--- src/rtl/uart_rx_fifo_feeder_pkg.sv ---
// uart_pkg: shared types and constants for the UART receive path.
//   uart_rx_state_t : receiver FSM state encoding
//   OVERSAMPLE      : baud ticks per serial bit
//   MID_SAMPLE      : tick index of the middle of the start bit
package uart_pkg;

    typedef enum logic [2:0] {
        IDLE,
        START,
        DATA,
        STOP,
        BREAK
    } uart_rx_state_t;

    localparam int OVERSAMPLE = 16;
    localparam int MID_SAMPLE = 7;

endpackage

--- src/rtl/uart_rx_fifo_feeder_baud_gen.sv ---
// baud_gen: free-running oversample tick generator, shared by rx and tx.
//   clk, reset : system clock, async active-high reset
//   dvsr       : tick period is dvsr+1 clk cycles
//   tick       : one-clk pulse each period
module baud_gen #(
    parameter int DVSR_W = 11
) (
    input  logic              clk,
    input  logic              reset,
    input  logic [DVSR_W-1:0] dvsr,
    output logic              tick
);

    logic [DVSR_W-1:0] cnt_q, cnt_d;

    // >= rather than == so that lowering dvsr below the current count
    // wraps at once instead of running all the way round the counter.
    always_comb begin
        tick  = (cnt_q >= dvsr);
        cnt_d = tick ? '0 : cnt_q + 1'b1;
    end

    always_ff @(posedge clk or posedge reset) begin
        if (reset) cnt_q <= '0;
        else       cnt_q <= cnt_d;
    end

endmodule

--- src/rtl/uart_rx_fifo_feeder.sv ---
// uart_rx_fifo_feeder: UART receiver that writes straight into a FIFO.
//   clk, reset    : system clock, async active-high reset
//   rx            : raw serial line (idle high, asynchronous)
//   dvsr          : baud divisor, oversample tick every dvsr+1 clk
//   dout          : last received word (LSB first on the line)
//   rx_done_tick  : one-clk strobe per frame, FIFO write enable
//   frame_err     : stop bit was low for the frame last strobed
//   break_det     : line still held low after a framing error
module uart_rx_fifo_feeder
    import uart_pkg::*;
#(
    parameter int DBIT    = 8,
    parameter int SB_TICK = 16,
    parameter int DVSR_W  = 11
) (
    input  logic              clk,
    input  logic              reset,
    input  logic              rx,
    input  logic [DVSR_W-1:0] dvsr,
    output logic [DBIT-1:0]   dout,
    output logic              rx_done_tick,
    output logic              frame_err,
    output logic              break_det
);

    localparam logic [4:0] S_MID  = 5'(MID_SAMPLE);
    localparam logic [4:0] S_BIT  = 5'(OVERSAMPLE - 1);
    localparam logic [4:0] S_STOP = 5'(SB_TICK - 1);
    localparam logic [3:0] N_LAST = 4'(DBIT - 1);

    logic              tick;
    logic [1:0]        rx_sync_q;
    logic              rx_s;

    uart_rx_state_t    state_q, state_d;
    logic [4:0]        s_q, s_d;
    logic [3:0]        n_q, n_d;
    logic [DBIT-1:0]   shreg_q, shreg_d;
    logic              stop_bit_q, stop_bit_d;
    logic              stop_now;
    logic [DBIT-1:0]   dout_q, dout_d;
    logic              done_q, done_d;
    logic              ferr_q, ferr_d;
    logic              brk_q, brk_d;

    baud_gen #(.DVSR_W(DVSR_W)) u_baud_gen (
        .clk   (clk),
        .reset (reset),
        .dvsr  (dvsr),
        .tick  (tick)
    );

    // Two-stage synchroniser, reset to the idle (high) level.
    always_ff @(posedge clk or posedge reset) begin
        if (reset) rx_sync_q <= 2'b11;
        else       rx_sync_q <= {rx_sync_q[0], rx};
    end
    assign rx_s = rx_sync_q[1];

    always_comb begin
        state_d    = state_q;
        s_d        = s_q;
        n_d        = n_q;
        shreg_d    = shreg_q;
        stop_bit_d = stop_bit_q;
        stop_now   = stop_bit_q;
        dout_d     = dout_q;
        done_d     = 1'b0;
        ferr_d     = ferr_q;

        case (state_q)
            // Start detection is not tick-gated so the mid-bit point is
            // measured from the first clk the line is seen low.
            IDLE: begin
                if (!rx_s) begin
                    state_d = START;
                    s_d     = '0;
                end
            end
            START: begin
                if (tick) begin
                    if (s_q == S_MID) begin
                        if (!rx_s) begin
                            state_d = DATA;
                            s_d     = '0;
                            n_d     = '0;
                        end else begin
                            state_d = IDLE;
                        end
                    end else begin
                        s_d = s_q + 5'd1;
                    end
                end
            end
            DATA: begin
                if (tick) begin
                    if (s_q == S_BIT) begin
                        s_d     = '0;
                        shreg_d = {rx_s, shreg_q[DBIT-1:1]};
                        if (n_q == N_LAST) state_d = STOP;
                        else               n_d     = n_q + 4'd1;
                    end else begin
                        s_d = s_q + 5'd1;
                    end
                end
            end
            STOP: begin
                if (tick) begin
                    // The stop level is taken mid-bit; with one stop bit
                    // that is also the final tick, so use it directly.
                    if (s_q == S_BIT) stop_now = rx_s;
                    stop_bit_d = stop_now;
                    if (s_q == S_STOP) begin
                        dout_d  = shreg_q;
                        ferr_d  = ~stop_now;
                        done_d  = 1'b1;
                        s_d     = '0;
                        state_d = stop_now ? IDLE : BREAK;
                    end else begin
                        s_d = s_q + 5'd1;
                    end
                end
            end
            // Hold off new start detection until the line recovers.
            BREAK: begin
                if (rx_s) state_d = IDLE;
            end
            default: state_d = IDLE;
        endcase

        brk_d = (state_d == BREAK);
    end

    always_ff @(posedge clk or posedge reset) begin
        if (reset) begin
            state_q    <= IDLE;
            s_q        <= '0;
            n_q        <= '0;
            shreg_q    <= '0;
            stop_bit_q <= 1'b0;
            dout_q     <= '0;
            done_q     <= 1'b0;
            ferr_q     <= 1'b0;
            brk_q      <= 1'b0;
        end else begin
            state_q    <= state_d;
            s_q        <= s_d;
            n_q        <= n_d;
            shreg_q    <= shreg_d;
            stop_bit_q <= stop_bit_d;
            dout_q     <= dout_d;
            done_q     <= done_d;
            ferr_q     <= ferr_d;
            brk_q      <= brk_d;
        end
    end

    assign dout         = dout_q;
    assign rx_done_tick = done_q;
    assign frame_err    = ferr_q;
    assign break_det    = brk_q;

endmodule

--- config.mk ---
export PLATFORM = sky130hd
export DESIGN_NAME = uart_rx_fifo_feeder
export DESIGN_NICKNAME = d
export VERILOG_FILES = /design/src/rtl/uart_rx_fifo_feeder_pkg.sv /design/src/rtl/uart_rx_fifo_feeder_baud_gen.sv /design/src/rtl/uart_rx_fifo_feeder.sv
export SDC_FILE = /design/constraint.sdc
export NUM_CORES = 1
export LEC_CHECK = 0
export CORE_ASPECT_RATIO = 1.2
export CORE_MARGIN = 2
export CORE_UTILIZATION = 28
export CTS_CLUSTER_DIAMETER = 40
export DETAILED_ROUTE_END_ITERATION = 8
export PLACE_DENSITY = 0.56
export RECOVER_POWER = 50
export SLEW_MARGIN = 20
export SYNTH_ARGS = -nofsm -noshare
export SYNTH_HDL_FRONTEND = slang
export SYNTH_SLANG_ARGS = --single-unit
export TNS_END_PERCENT = 100
--- constraint.sdc ---
create_clock -name clk -period 2.4 [get_ports clk]
set_input_delay 0.48 -clock clk [delete_from_list [all_inputs] [get_ports clk]]
set_output_delay 0.48 -clock clk [all_outputs]
set_load 0.005 [all_outputs]
==> flow_metrics.env, run 1 <==
export IMPL_grt_pass1_wl_um=8140
export IMPL_io_buffers=24
export IMPL_hold_start="rx_sync_q[0]$_DFF_PP1_"
export IMPL_dp_hpwl_um=3390
export IMPL_dieHeight_um=105
export IMPL_cts_htree_levels=2
export IMPL_dr_pass1_iters=4
export IMPL_clock_latency_ns=0.30
export IMPL_cts_hold_buf=0
export IMPL_place_gp_congestion=0.788
export IMPL_setup_worst_path_start="dvsr[5]"
export IMPL_synthToLayoutAreaGrowth_pct=29.4
export IMPL_num_vias=1720
export IMPL_ys_warn_count=0
export IMPL_cap_violations=0
export IMPL_cts_root_buf="clkbuf_8"
export IMPL_async_reset_ff_share_pct=100
export IMPL_clk_pin_slew_ns=0.09
export IMPL_yosys_most_used_dff="dfrtp_1"
export IMPL_drtIter0Drc=45
export IMPL_avgSynthCellArea_um2=10.7
export IMPL_drv_slew=0
export IMPL_drt_wl_total_um=4660
export IMPL_hold_viol_final=0
export IMPL_path_class="in -> reg"
export IMPL_p_sw_mw=0.814
export IMPL_critPathMaxFanout=7
export IMPL_final_util_pct=37.5
export IMPL_leakage_nw=1.46
export IMPL_synth_edf_count=0
export IMPL_power_density_nw_per_um2=768
export IMPL_endpoint_kind="flop"
export IMPL_ant_nets=0
export IMPL_crit_required_ns=2.59
export IMPL_ios=25
export IMPL_slew_headroom_pct=55.3
export IMPL_drc=0
export IMPL_p_clk_share_pct=24.6
export IMPL_pwr_share_seq_pct=42.5
export IMPL_critPathArrivalTime_ns=2.50
export IMPL_grt_pass1_vias=1767
export IMPL_nets=288
export IMPL_die_area_um2=9190
export IMPL_start_util_pct=29.0
export IMPL_power_share_switching_pct=34.7
export IMPL_antenna_found_initial=0
export IMPL_die_x_um=87.8
export IMPL_drive_gt1_share_pct=22.8
export IMPL_clk_path_buf_depth=2
export IMPL_viasPerCell=4.61
export IMPL_std_cell_rows=36
export IMPL_clock_sinks=44
export IMPL_synth_fp_nets=251
export IMPL_post_route_period_util_pct=96.1
export IMPL_layout_min_cycle_time_ns=2.31
export IMPL_p_int_mw=1.53
export IMPL_finalWorstSetupSlack_ns=0.0945
export IMPL_netlist_area_um2=2360
export IMPL_rr_startpoint="u_baud_gen.cnt_q[9]$_DFF_PP0_"
export IMPL_seq_area_frac_synth_pct=46.7
export IMPL_cts_buffers=5
export IMPL_ys_types=46
export IMPL_overflow=0
export IMPL_startpoint_type="input pin"
export IMPL_wire_per_inst_um=12.5
export IMPL_final_area_um2=3060
export IMPL_synth_seq_cells=44
export IMPL_worstMarginPinSlew_ns=0.666
export IMPL_cts_tree="yes"
export IMPL_grt_usage_pct=11.1
export IMPL_netlist_instances=221
export IMPL_dp_slack_ns=-0.384
export IMPL_max_freq_mhz=434
export IMPL_post_dp_cell_area_um2=2820
export IMPL_power_frac_comb_pct=32.8
export IMPL_core_um2=8150
export IMPL_grt_max_degree=28
export IMPL_peakVddDrop_v=0.000292
export IMPL_setup_viol=0
export IMPL_rsz0062_at_grt="false"
export IMPL_outcome="finished, final reports clean"
export IMPL_fin_worst_skew_ns=0.0108
export IMPL_hold_class="reg -> reg"
export IMPL_diodes=0
-- through the flow --
step / total power [mW] / std cells / TNS, ns / hold slack [ns]
detailed placement: 1.73 / 363 / -9.93 / 0.347
global route: 2.55 / 373 / 0 / 0.364
CTS: 2.34 / 371 / 0 / 0.359
finish: 2.35 / 373 / 0 / 0.358
global placement: 1.71 / 363 / -9.58 / 0.346
floorplan: 1.51 / 221 / 0 / 0.345
-- cell usage in the layout, fill, tap and decap left out, types with 8 or more instances in the layout --
cell	n
buf_4	8
clkdlybuf4s50_1	15
dfrtp_1	42
ha_1	11
inv_1	21
mux2_2	10
nand2_1	12
nand3_1	9
nor2_1	16
xor2_1	8
-- registers in the layout, indices dropped and copies added, names as in the netlist --
name              cells
rx_sync_q             2
rx_done_tick          1
state_q               3
n_q                   4
break_det             1
frame_err             1
u_baud_gen.cnt_q     11
shreg_q               8
dout                  8
s_q                   5
-- synth_stat cells, types with 4 or more instances --
cell type	instances	area, um2
o22ai_1	4	25.0
nand2_1	13	48.8
dfrtp_1	42	1050
nand3_1	9	45.0
mux2_2	10	113
xor2_1	8	70.1
inv_1	26	97.6
ha_1	16	200
mux2_4	7	105
a21oi_1	7	35.0
nor2_1	17	63.8
o211ai_1	4	30.0
nor2b_1	4	25.0
-- area by class of cell --
cell class / count / area (um2)
fill: 800 / 5100
tap: 114 / 143
timing repair buffer: 36 / 367
multi-input combinational: 144 / 1220
sequential: 44 / 1100
clock buffer: 5 / 68.8
inverter: 27 / 104
clock inverter: 3 / 46.3
-- routing by layer --
layer	vias up	share of wire [%]	GRT usage [%]	wire length (um)
met5	-	0	0	0
met4	0	1.3	3.41	59
met3	6	3.7	2.69	173
met2	31	48	17.9	2220
met1	835	47	14.4	2200
li1	848	-	-	-
-- power groups by stage --
stage | Combinational [mW] | Clock [mW] | Sequential, mW
floorplan | 0.533 | 0 | 0.979
global placement | 0.707 | 0 | 1.00
detailed placement | 0.723 | 0 | 1.01
CTS | 0.748 | 0.597 | 0.991
global route | 0.896 | 0.630 | 1.02
finish | 0.770 | 0.578 | 0.998
-- timing repair --
item	in CTS	in global routing
pin swaps	2	10
resized for setup	5	19
endpoints found under the setup margin	17	37
setup buffers	0	2
-- critical path, stage by stage --
cell and delay (ns):
clkdlybuf4s50_1 0.45, inv_1 0.04, ha_1 0.27, nand2_2 0.09
nor3_4 0.22, a211oi_4 0.10, a211o_4 0.39, buf_12 0.15
mux2_4 0.29
-- path summary, 6_finish.rpt --
kind | endpoint | slack [ns] | cells past startpoint
hold / removal | rx_sync_q[1]$_DFF_PP1_ | 0.36 | 0
setup / recovery | dout[0]$_DFFE_PP0P_ | 0.09 | 9
setup reg to reg | dout[0]$_DFFE_PP0P_ | 0.25 | 7
min in group asynchronous | u_baud_gen.cnt_q[9]$_DFF_PP0_ | 0.64 | 2
hold reg to reg | rx_sync_q[1]$_DFF_PP1_ | 0.36 | 0
max in group asynchronous | rx_done_tick$_DFF_PP0_ | 0.75 | 3
-- cells by family after synthesis --
kind of cell             Yosys count  share of synthesized area (%)
AO/OA/AOI/OAI                     40                           12.2
XOR/XNOR                          10                           3.71
adder cells (fa/ha/maj)           16                           8.48
buffers and inverters             33                           5.67
flip-flops                        44                           46.7
multiplexers                      19                           10.1
AND/OR/NAND/NOR                   59                           13.1
No activity file was read; power rests on OpenSTA's default activity.
==> inputs of run 2 (changes only) <==
Settings changed: CTS_BUF_LIST set to sky130_fd_sc_hd__clkbuf_4 sky130_fd_sc_hd__clkbuf_8 sky130_fd_sc_hd__clkbuf_16.
==> results of run 2 <==
The final DEF is identical to that of run 1; final timing and power are the same.
==> inputs of run 3 (changes only) <==
Settings changed: CTS_BUF_LIST sky130_fd_sc_hd__clkbuf_4 sky130_fd_sc_hd__clkbuf_8 sky130_fd_sc_hd__clkbuf_16 to sky130_fd_sc_hd__clkbuf_4.
==> flow_metrics.env, run 3 (synthesized netlist as in run 1, its figures left out) <==
export IMPL_r2r_slack_ns=0.23
export IMPL_reg2reg_to="dout[0]$_DFFE_PP0P_"
export IMPL_critPathMaxFanout=7
export IMPL_cp_slowest_cell="clkdlybuf4s50_1"
export IMPL_dp_slack_ns=-0.384
export IMPL_startpoint_type="input pin"
export IMPL_dpl_cell_count=363
export IMPL_drc=0
export IMPL_setup_worst_path_start="dvsr[4]"
export IMPL_cts_hold_buf=0
export IMPL_worstMarginPinSlew_ns=0.649
export IMPL_grt_max_degree=28
export IMPL_cts_buffers=5
export IMPL_p_int_mw=1.41
export IMPL_wire_per_inst_um=12.2
export IMPL_grt_pass1_wl_um=7980
export IMPL_ant_nets=0
export IMPL_path_cells="clkdlybuf4s50_1 -> inv_1 -> ha_1 -> nand2_1 -> nor3_4 -> a211oi_4 -> a211o_4 -> buf_12 -> mux2_4"
export IMPL_pwr_share_seq_pct=45.2
export IMPL_die_x_um=87.8
export IMPL_p_clk_share_pct=21.8
export IMPL_outcome="finished, final reports clean"
export IMPL_cts_htree_levels=2
export IMPL_total_power_mw=2.19
export IMPL_antenna_found_initial=0
export IMPL_viasPerCell=4.57
export IMPL_ios=25
export IMPL_final_cells=371
export IMPL_largest_reg_flops=11
export IMPL_nets=286
export IMPL_cap_violations=0
export IMPL_cts_tree="yes"
export IMPL_final_cell_mix="dfrtp_1, inv_1, clkdlybuf4s50_1"
export IMPL_hold_class="reg -> reg"
export IMPL_core_um2=8150
export IMPL_hold_viol_final=0
export IMPL_postCtsSetupBuffers=0
export IMPL_clk_pin_slew_ns=0.14
export IMPL_path_class="in -> reg"
export IMPL_layout_min_cycle_time_ns=2.31
export IMPL_hold_slack_ns=0.364
export IMPL_p_sw_mw=0.777
export IMPL_cts_resized=0
export IMPL_synthToLayoutAreaGrowth_pct=23.6
export IMPL_clock_sinks=44
export IMPL_place_gp_congestion=0.788
export IMPL_endpoint="dout[0]$_DFFE_PP0P_"
export IMPL_io_buffers=24
export IMPL_power_density_nw_per_um2=749
export IMPL_cts_root_buf="clkbuf_4"
export IMPL_peakVddDrop_v=0.000333
export IMPL_setup_viol=0
export IMPL_rsz0062_at_grt="false"
export IMPL_overflow=0
export IMPL_fin_worst_skew_ns=0.0171
export IMPL_start_util_pct=29.0
export IMPL_final_util_pct=35.8
export IMPL_power_share_switching_pct=35.5
export IMPL_drv_slew=0
export IMPL_critPathArrivalTime_ns=2.57
export IMPL_rr_startpoint="u_baud_gen.cnt_q[2]$_DFF_PP0_"
export IMPL_crit_required_ns=2.66
export IMPL_endpoint_kind="flop"
export IMPL_max_freq_mhz=432
export IMPL_drt_wl_total_um=4540
export IMPL_power_frac_comb_pct=33.0
export IMPL_top_register="u_baud_gen.cnt_q"
export IMPL_reg2reg_depth=7
export IMPL_grt_usage_pct=10.8
export IMPL_drive_gt1_share_pct=17.9
export IMPL_clock_latency_ns=0.36
export IMPL_num_vias=1696
export IMPL_hold_path_depth=0
export IMPL_leakage_nw=1.41
export IMPL_dieHeight_um=105
export IMPL_dp_hpwl_um=3390
export IMPL_drtIter0Drc=47
export IMPL_final_common_cell="dfrtp_1"
export IMPL_clk_path_buf_depth=2
export IMPL_die_area_um2=9190
export IMPL_slew_headroom_pct=56.5
export IMPL_slowest_delay_ns=0.45
export IMPL_grt_pass1_vias=1731
export IMPL_post_route_period_util_pct=96.4
export IMPL_diodes=0
export IMPL_finalWorstSetupSlack_ns=0.0855
export IMPL_dr_pass1_iters=4
export IMPL_std_cell_rows=36
-- run 3: worst min path at each step --
| stage | start | end |
|---|---|---|
| global route | rx_sync_q[0]$_DFF_PP1_ | rx_sync_q[1]$_DFF_PP1_ |
| floorplan | rx_sync_q[0]$_DFF_PP1_ | rx_sync_q[1]$_DFF_PP1_ |
| detailed placement | rx_sync_q[0]$_DFF_PP1_ | rx_sync_q[1]$_DFF_PP1_ |
| finish | rx_sync_q[0]$_DFF_PP1_ | rx_sync_q[1]$_DFF_PP1_ |
| CTS | rx_sync_q[0]$_DFF_PP1_ | rx_sync_q[1]$_DFF_PP1_ |
| global placement | rx_sync_q[0]$_DFF_PP1_ | rx_sync_q[1]$_DFF_PP1_ |
-- run 3: per-stage QoR --
stage,instance area [um2],TNS [ns]
6_report,2920,0
5_1_grt,2920,0
4_1_cts,2910,0
3_5_place_dp,2820,-9.93
3_3_place_gp,2820,-9.58
2_1_floorplan,2360,0
-- run 3: area by class of cell --
class / count / area, um2
Timing Repair Buffer: 34 / 342
Inverter: 27 / 101
Multi-Input combinational cell: 144 / 1150
Clock buffer: 5 / 37.5
Clock inverter: 3 / 46.3
Sequential cell: 44 / 1100
Tap cell: 114 / 143
Fill cell: 820 / 5230
-- run 3: layer usage --
metal	share of wire (%)	track usage, %	up-vias
met4	1.0	2.64	0
met1	47	14.2	820
li1	-	-	839
met2	48	17.7	31
met3	3.9	2.76	6
met5	0	0	-
-- run 3: power by group through the flow --
stage	clock, mW	combinational [mW]	sequential (mW)
2_1_floorplan	0	0.533	0.979
3_3_place_gp	0	0.707	1.00
3_5_place_dp	0	0.723	1.01
4_1_cts	0.496	0.726	0.990
5_1_grt	0.526	0.845	1.01
6_report	0.477	0.722	0.988
-- run 3: critical path: cells and delay by family --
| family | cells | cell delay [ns] |
|---|---|---|
| AO/OA/AOI/OAI | 2 | 0.49 |
| AND/OR/NAND/NOR | 2 | 0.38 |
| adder cells (fa/ha/maj) | 1 | 0.28 |
| buffers and inverters | 3 | 0.64 |
| multiplexers | 1 | 0.29 |
